[src/rtl/cnt_down_generic.sv]
// Loadable down-counter / countdown timer with start/busy/done handshake.
// Decrements by a sampled step on enabled cycles; reloads or completes at terminal.
module cnt_down_generic #(
    parameter int unsigned CNT_W = 8
) (
    input  logic             i_clk,
    input  logic             i_rstn,
    input  logic [CNT_W-1:0] i_start_val,
    input  logic [CNT_W-1:0] i_step,
    input  logic             i_auto_reload,
    input  logic             i_load,
    input  logic             i_en,
    input  logic             i_clear,
    output logic             o_flag,
    output logic             o_busy,
    output logic             o_done,
    output logic [CNT_W-1:0] o_cnt
);

    localparam logic [1:0] ST_IDLE = 2'd0;
    localparam logic [1:0] ST_RUN  = 2'd1;
    localparam logic [1:0] ST_DONE = 2'd2;

    localparam logic [CNT_W-1:0] CNT_ONE = {{(CNT_W-1){1'b0}}, 1'b1};

    logic [1:0]       r_state;
    logic [CNT_W-1:0] r_cnt;
    logic [CNT_W-1:0] r_start;
    logic [CNT_W-1:0] r_step;
    logic             r_reload;
    logic             r_busy;
    logic             r_done;

    logic [1:0]       w_state_nxt;
    logic [CNT_W-1:0] w_cnt_nxt;
    logic [CNT_W-1:0] w_start_nxt;
    logic [CNT_W-1:0] w_step_nxt;
    logic             w_reload_nxt;
    logic [CNT_W-1:0] w_eff_step;
    logic             w_count;
    logic             w_term;

    // A zero step would never terminate, so it counts as one.
    assign w_eff_step = (r_step == '0) ? CNT_ONE : r_step;
    assign w_count    = (r_state == ST_RUN) && i_en && !i_clear && !i_load;
    assign w_term     = (r_cnt < w_eff_step);
    assign o_flag     = w_count && w_term;

    // Next-state and datapath update; clear beats load beats count.
    always_comb begin
        w_state_nxt  = r_state;
        w_cnt_nxt    = r_cnt;
        w_start_nxt  = r_start;
        w_step_nxt   = r_step;
        w_reload_nxt = r_reload;
        if (i_clear) begin
            w_cnt_nxt   = '0;
            w_state_nxt = ST_IDLE;
        end else if (i_load) begin
            w_cnt_nxt    = i_start_val;
            w_start_nxt  = i_start_val;
            w_step_nxt   = i_step;
            w_reload_nxt = i_auto_reload;
            w_state_nxt  = ST_RUN;
        end else begin
            case (r_state)
                ST_RUN: begin
                    if (i_en) begin
                        if (!w_term) begin
                            w_cnt_nxt = r_cnt - w_eff_step;
                        end else if (r_reload) begin
                            w_cnt_nxt = r_start;
                        end else begin
                            w_cnt_nxt   = '0;
                            w_state_nxt = ST_DONE;
                        end
                    end
                end
                ST_DONE: w_state_nxt = ST_IDLE;
                default: w_state_nxt = ST_IDLE;
            endcase
        end
    end

    always_ff @(posedge i_clk) begin
        if (!i_rstn) begin
            r_state  <= ST_IDLE;
            r_cnt    <= '0;
            r_start  <= '0;
            r_step   <= '0;
            r_reload <= 1'b0;
            r_busy   <= 1'b0;
            r_done   <= 1'b0;
        end else begin
            r_state  <= w_state_nxt;
            r_cnt    <= w_cnt_nxt;
            r_start  <= w_start_nxt;
            r_step   <= w_step_nxt;
            r_reload <= w_reload_nxt;
            r_busy   <= (w_state_nxt == ST_RUN);
            r_done   <= (w_state_nxt == ST_DONE);
        end
    end

    assign o_cnt  = r_cnt;
    assign o_busy = r_busy;
    assign o_done = r_done;

endmodule

[config.mk]
export PLATFORM = sky130hd
export DESIGN_NAME = cnt_down_generic
export DESIGN_NICKNAME = d
export VERILOG_FILES = /design/src/rtl/cnt_down_generic.sv
export SDC_FILE = /design/constraint.sdc
export NUM_CORES = 1
export LEC_CHECK = 0
export CAP_MARGIN = 20
export CORE_MARGIN = 1
export CORE_UTILIZATION = 41
export DETAILED_ROUTE_END_ITERATION = 10
export PLACE_DENSITY_LB_ADDON = 0.25
export SLEW_MARGIN = 10
export SYNTH_ARGS = -nofsm -noshare
export SYNTH_HDL_FRONTEND = slang
export SYNTH_SLANG_ARGS = --single-unit
[constraint.sdc]
create_clock -name i_clk -period 7.25 [get_ports i_clk]
set_clock_uncertainty 0.05 [all_clocks]
set_input_delay 1.45 -clock i_clk [delete_from_list [all_inputs] [get_ports i_clk]]
set_output_delay 1.45 -clock i_clk [all_outputs]
set_load 0.1 [all_outputs]
Word level (Yosys, flattened, before mapping). Cells that the tools add are included. W data, S select, Z words.

Reductions and logical operators: 12. $lt $le $gt $ge: 1. Bitwise logic cells: 2. Equal/unequal tests: 3. Multiplexer cells: 12. $add $sub $neg: 1.

Operator list (count): $mux W8 (6); $mux W2 (6); $logic_not A8 Y1 (1); $lt A8 B8 Y1 (1); $sub A8 B8 Y8 (1); $eq A2 B1 Y1 const B (2); $logic_and A1 B1 Y1 (4); $reduce_and A2 Y1 (2); $reduce_bool A2 Y1 (2); $eq A2 B2 Y1 const B (1); $logic_not A1 Y1 (2); $not A1 Y1 (2); $reduce_or A2 Y1 (1).

Input port bits: 22. Register bits: 29. Logic and storage cells: 38. Output and inout port bits: 11.

Logic depth before layout (Yosys ltp).
Depth after elaboration: 9. Gate-level depth with buffers: 11. Gate-level depth less buffers: 10.

Least setup slack after synthesis. No wires, ideal clock.

Kind: register to output. Start: register r_cnt[3], in the netlist o_cnt[3]. End: output o_flag. Cell stages (with the launch flop): 6. Setup slack: 0.731 ns. Data required time: 5.750 ns. Data arrival time: 5.019 ns. Path buffers: 0. Cells stage by stage: dfxtp_1 ha_1 a21oi_1 a211oi_2 nor2_1 nor4b_1.

Word-level cells in the longest chain between the ends: 2.

Ends and longest elaborated chain: start: declaration (line 27) `logic [CNT_W-1:0] r_cnt;`; start signal: assignment (line 96) `r_cnt <= w_cnt_nxt;`; $lt A8 B8 Y1 (line 46) `assign w_term = (r_cnt < w_eff_step);`; $logic_and A1 B1 Y1 (line 47) `assign o_flag = w_count && w_term;`; end: declaration (line 14) `output logic o_flag,`.

Every way passes these cells.

Worst setup path after layout.
Start: register r_step[4]. End: output o_flag.

Word-level cells in the longest chain between the ends: 4.

Ends and longest elaborated chain: start: declaration (line 29) `logic [CNT_W-1:0] r_step;`; start signal: assignment (line 98) `r_step <= w_step_nxt;`; $logic_not A8 Y1 (line 44) `assign w_eff_step = (r_step == '0) ? CNT_ONE : r_step;`; $mux W8 (*) (line 44); $lt A8 B8 Y1 (*) (line 46); $logic_and A1 B1 Y1 (*) (line 47).

Every way passes the cells marked *; elsewhere a longest branch is shown, timed or not.

==> metrics.txt <==
Synth-to-Final Area Change 26.3%; path type of the worst setup path reg -> out; CTS Buffer Depth 2; Startpoint Class flip-flop; met1 Track Usage GR 23.0%; hold-fix buffers at CTS 0; number of buffers created by CTS 5; Syn Nets 218; iteration count of the initial detailed-routing pass 4; H-tree levels 2; headroom to the max-slew limit 35.3%; setup repair bufs after CTS 0; number of synthesized register bits 29; overall via count from detail_route 1372; Period minus WS final 5.17 ns; cell types with the largest area share after synthesis sky130_fd_sc_hd__dfxtp_1 37%, sky130_fd_sc_hd__nand2_1 9.6%, sky130_fd_sc_hd__a21boi_0 8.1%; share of final-layout standard cells stronger than drive strength 1 5.12%; combined area of all synthesized cells 1570 sq um; CP max stage cell sky130_fd_sc_hd__clkdlybuf4s50_1; fraction of registers with async set/reset 0%; yosys synthesis warning count 0; Reg clk slew, reported paths 0.06 ns; met3 track utilization from global routing 7.14%; final weighted congestion in routability-driven placement 0.770; cell-by-cell listing of the critical path nor4_1 -> a41o_1 -> ha_1 -> inv_1 -> fa_1 -> nand3_1 -> a211oi_2 -> nor2_1 -> nor4b_1 -> clkdlybuf4s50_1; root buffer cell sky130_fd_sc_hd__clkbuf_8; # rows 22; total length of routed wires 3.46 mm; leakage power 0.000764 uW; latest clock arrival within the worst-skew pair 0.28 ns; total DRC errors in the routed layout 0; DR vias/cell 5.22; global-route congestion overflow total 0; vias in the first global route 1286; max-cap check violation count 0; number of hold violations in the final report 0; result of the run complete, no violations; Top delay family on crit path buffers and inverters; Std-Cell Core Area 3660 sq um; TritonCTS sink count 29; TritonCTS clock tree built; Sum Neg Setup Slack 0 ns; sequential element share of the synthesized area 37.1%; arrival time reported for the critical path endpoint 3.67 ns; WP data required 5.75 ns; maximum number of pins on one net before global-route repair 22; Synth top area share 37.1%; Finished Cell Area 1980 sq um; routed wirelength normalized by instance count 13.2 um; synthesized instance count 187; dominant cell type by area after synthesis sky130_fd_sc_hd__dfxtp_1; Chip Height 63.8 um; Worst Setup End Kind output port; antenna violations before repair 0; global-route layer with the greatest usage met2; Top-Level Pins 33; pins over their slew limit 0; total power divided by cell area 194 nW/um^2; minimum setup slack after placement 2.13 ns; commonest cells after routing, fill and taps aside 40 x sky130_fd_sc_hd__nand2_1, 32 x sky130_fd_sc_hd__clkdlybuf4s50_1, 29 x sky130_fd_sc_hd__dfxtp_1, 17 x sky130_fd_sc_hd__a21boi_0, 13 x sky130_fd_sc_hd__nor2_1; number of gates resized after cts 0; fin crit share 71.4%; input/output buffers 32; Max Fclk 0.193 GHz; count of flip-flops with a built-in enable after synthesis 0; global-route wire length before repair 5.83 mm; Starting Density 42.8%; setup repair after global routing missed its margin no; number of setup violations in the final report 0; total track usage 19.4%; total buffers and inverters traversed by the critical path 2; die width 63.8 um; Layout Nets 247; average size of a mapped cell 8.38 sq um; die area 4070 sq um; leading register cell type out of synthesis sky130_fd_sc_hd__dfxtp_1; post-route ant nets 0; hpwl dp 2.49 mm; most common cell after layout, fill and taps aside sky130_fd_sc_hd__nand2_1; violation count after the first detailed-routing iteration 41; Netlist cell types 37; worst min-delay path class reg -> reg; Diodes inserted 0; area after detailed placement 1900 sq um; Worst VDD drop 0.000108 V; fin worst setup slack 2.08 ns; Max stage delay on crit path 1.18 ns; Worst Max-Slew Pin Slew 0.967 ns; highest net fanout along the worst path 4; M2 GR Usage 31.5%
[state kept, by name, summed over array words and instances, names as in the netlist]
signal    count
o_busy        1
o_cnt         8
o_done        1
r_reload      1
r_start       8
r_state       2
r_step        8
[logic make-up (layout without fill, tap and decap cells)]
kind of cell	count (synthesis)	count (layout)	synth area share, %
AO/OA/AOI/OAI	49	49	24.6
XOR/XNOR	4	4	2.24
adder cells (fa/ha/maj)	9	9	7.67
buffers and inverters	21	49	5.59
flip-flops	29	29	37.1
multiplexers	1	1	0.639
AND/OR/NAND/NOR	74	74	22.2
[worst paths after layout]
path | from | slack (ns) | cells past startpoint | endpoint
worst max-delay path | r_step[4] | 2.08 | 10 | o_flag
worst min-delay path | r_step[2] | 0.41 | 2 | r_step[2]
worst max register to register | r_step[4] | 4.62 | 10 | o_cnt[5]
worst min register to register | r_step[2] | 0.41 | 2 | r_step[2]
[synth_stat cells (2+ instances only)]
cell type                  number
sky130_fd_sc_hd__nor2_1        13
sky130_fd_sc_hd__nand3_1        2
sky130_fd_sc_hd__nand2b_1       4
sky130_fd_sc_hd__clkbuf_1       5
sky130_fd_sc_hd__ha_1           8
sky130_fd_sc_hd__o21ai_0        3
sky130_fd_sc_hd__a21boi_0      17
sky130_fd_sc_hd__buf_2          4
sky130_fd_sc_hd__nor4b_1        2
sky130_fd_sc_hd__xnor2_1        2
sky130_fd_sc_hd__nand3b_1       2
sky130_fd_sc_hd__nand2_1       40
sky130_fd_sc_hd__inv_1         10
sky130_fd_sc_hd__xor2_1         2
sky130_fd_sc_hd__dfxtp_1       29
sky130_fd_sc_hd__a21o_1         3
sky130_fd_sc_hd__a22o_1         2
sky130_fd_sc_hd__a22oi_1        8
sky130_fd_sc_hd__nor2b_1        4
sky130_fd_sc_hd__a21oi_1        4
sky130_fd_sc_hd__a221o_1        7
[metrics by stage]
stage / util, % / power, uW / hold WS, ns / std cells
3_5_place_dp: 52.0 / 266 / 0.411 / 257
5_1_grt: 54.0 / 405 / 0.443 / 263
6_report: 54.0 / 383 / 0.413 / 263
3_3_place_gp: 52.0 / 266 / 0.409 / 257
2_1_floorplan: - / 239 / 0.379 / 187
4_1_cts: 54.0 / 385 / 0.419 / 263
[layout make-up]
class / count / area, sq um
multi-input combinational: 137 / 898
tap: 48 / 60.1
fill: 358 / 1680
clock inverter: 1 / 5.00
clock buffer: 5 / 68.8
sequential: 29 / 581
timing repair buffer: 33 / 328
inverter: 10 / 37.5
[power by group]
part | internal (uW) | switching, uW
clock | 62.8 | 57.3
combinational | 40.5 | 51.9
sequential | 166 | 4.45
[worst reg2reg max path, stage by stage, from the launching register on]
cell and delay, ns:
sky130_fd_sc_hd__dfxtp_1 0.32, sky130_fd_sc_hd__nor4_1 0.34, sky130_fd_sc_hd__a41o_1 0.22, sky130_fd_sc_hd__ha_1 0.15
sky130_fd_sc_hd__inv_1 0.05, sky130_fd_sc_hd__fa_1 0.40, sky130_fd_sc_hd__nand3_1 0.15, sky130_fd_sc_hd__a211oi_2 0.09
sky130_fd_sc_hd__nor2_1 0.23, sky130_fd_sc_hd__nor2b_1 0.20, sky130_fd_sc_hd__a221o_1 0.32
[per-layer routing]
metal	vias to the layer above	routed length, um
met4	0	40
met5	-	0
li1	705	-
met1	626	1640
met2	36	1580
met3	5	206
Power figures use the tool's default switching activity.
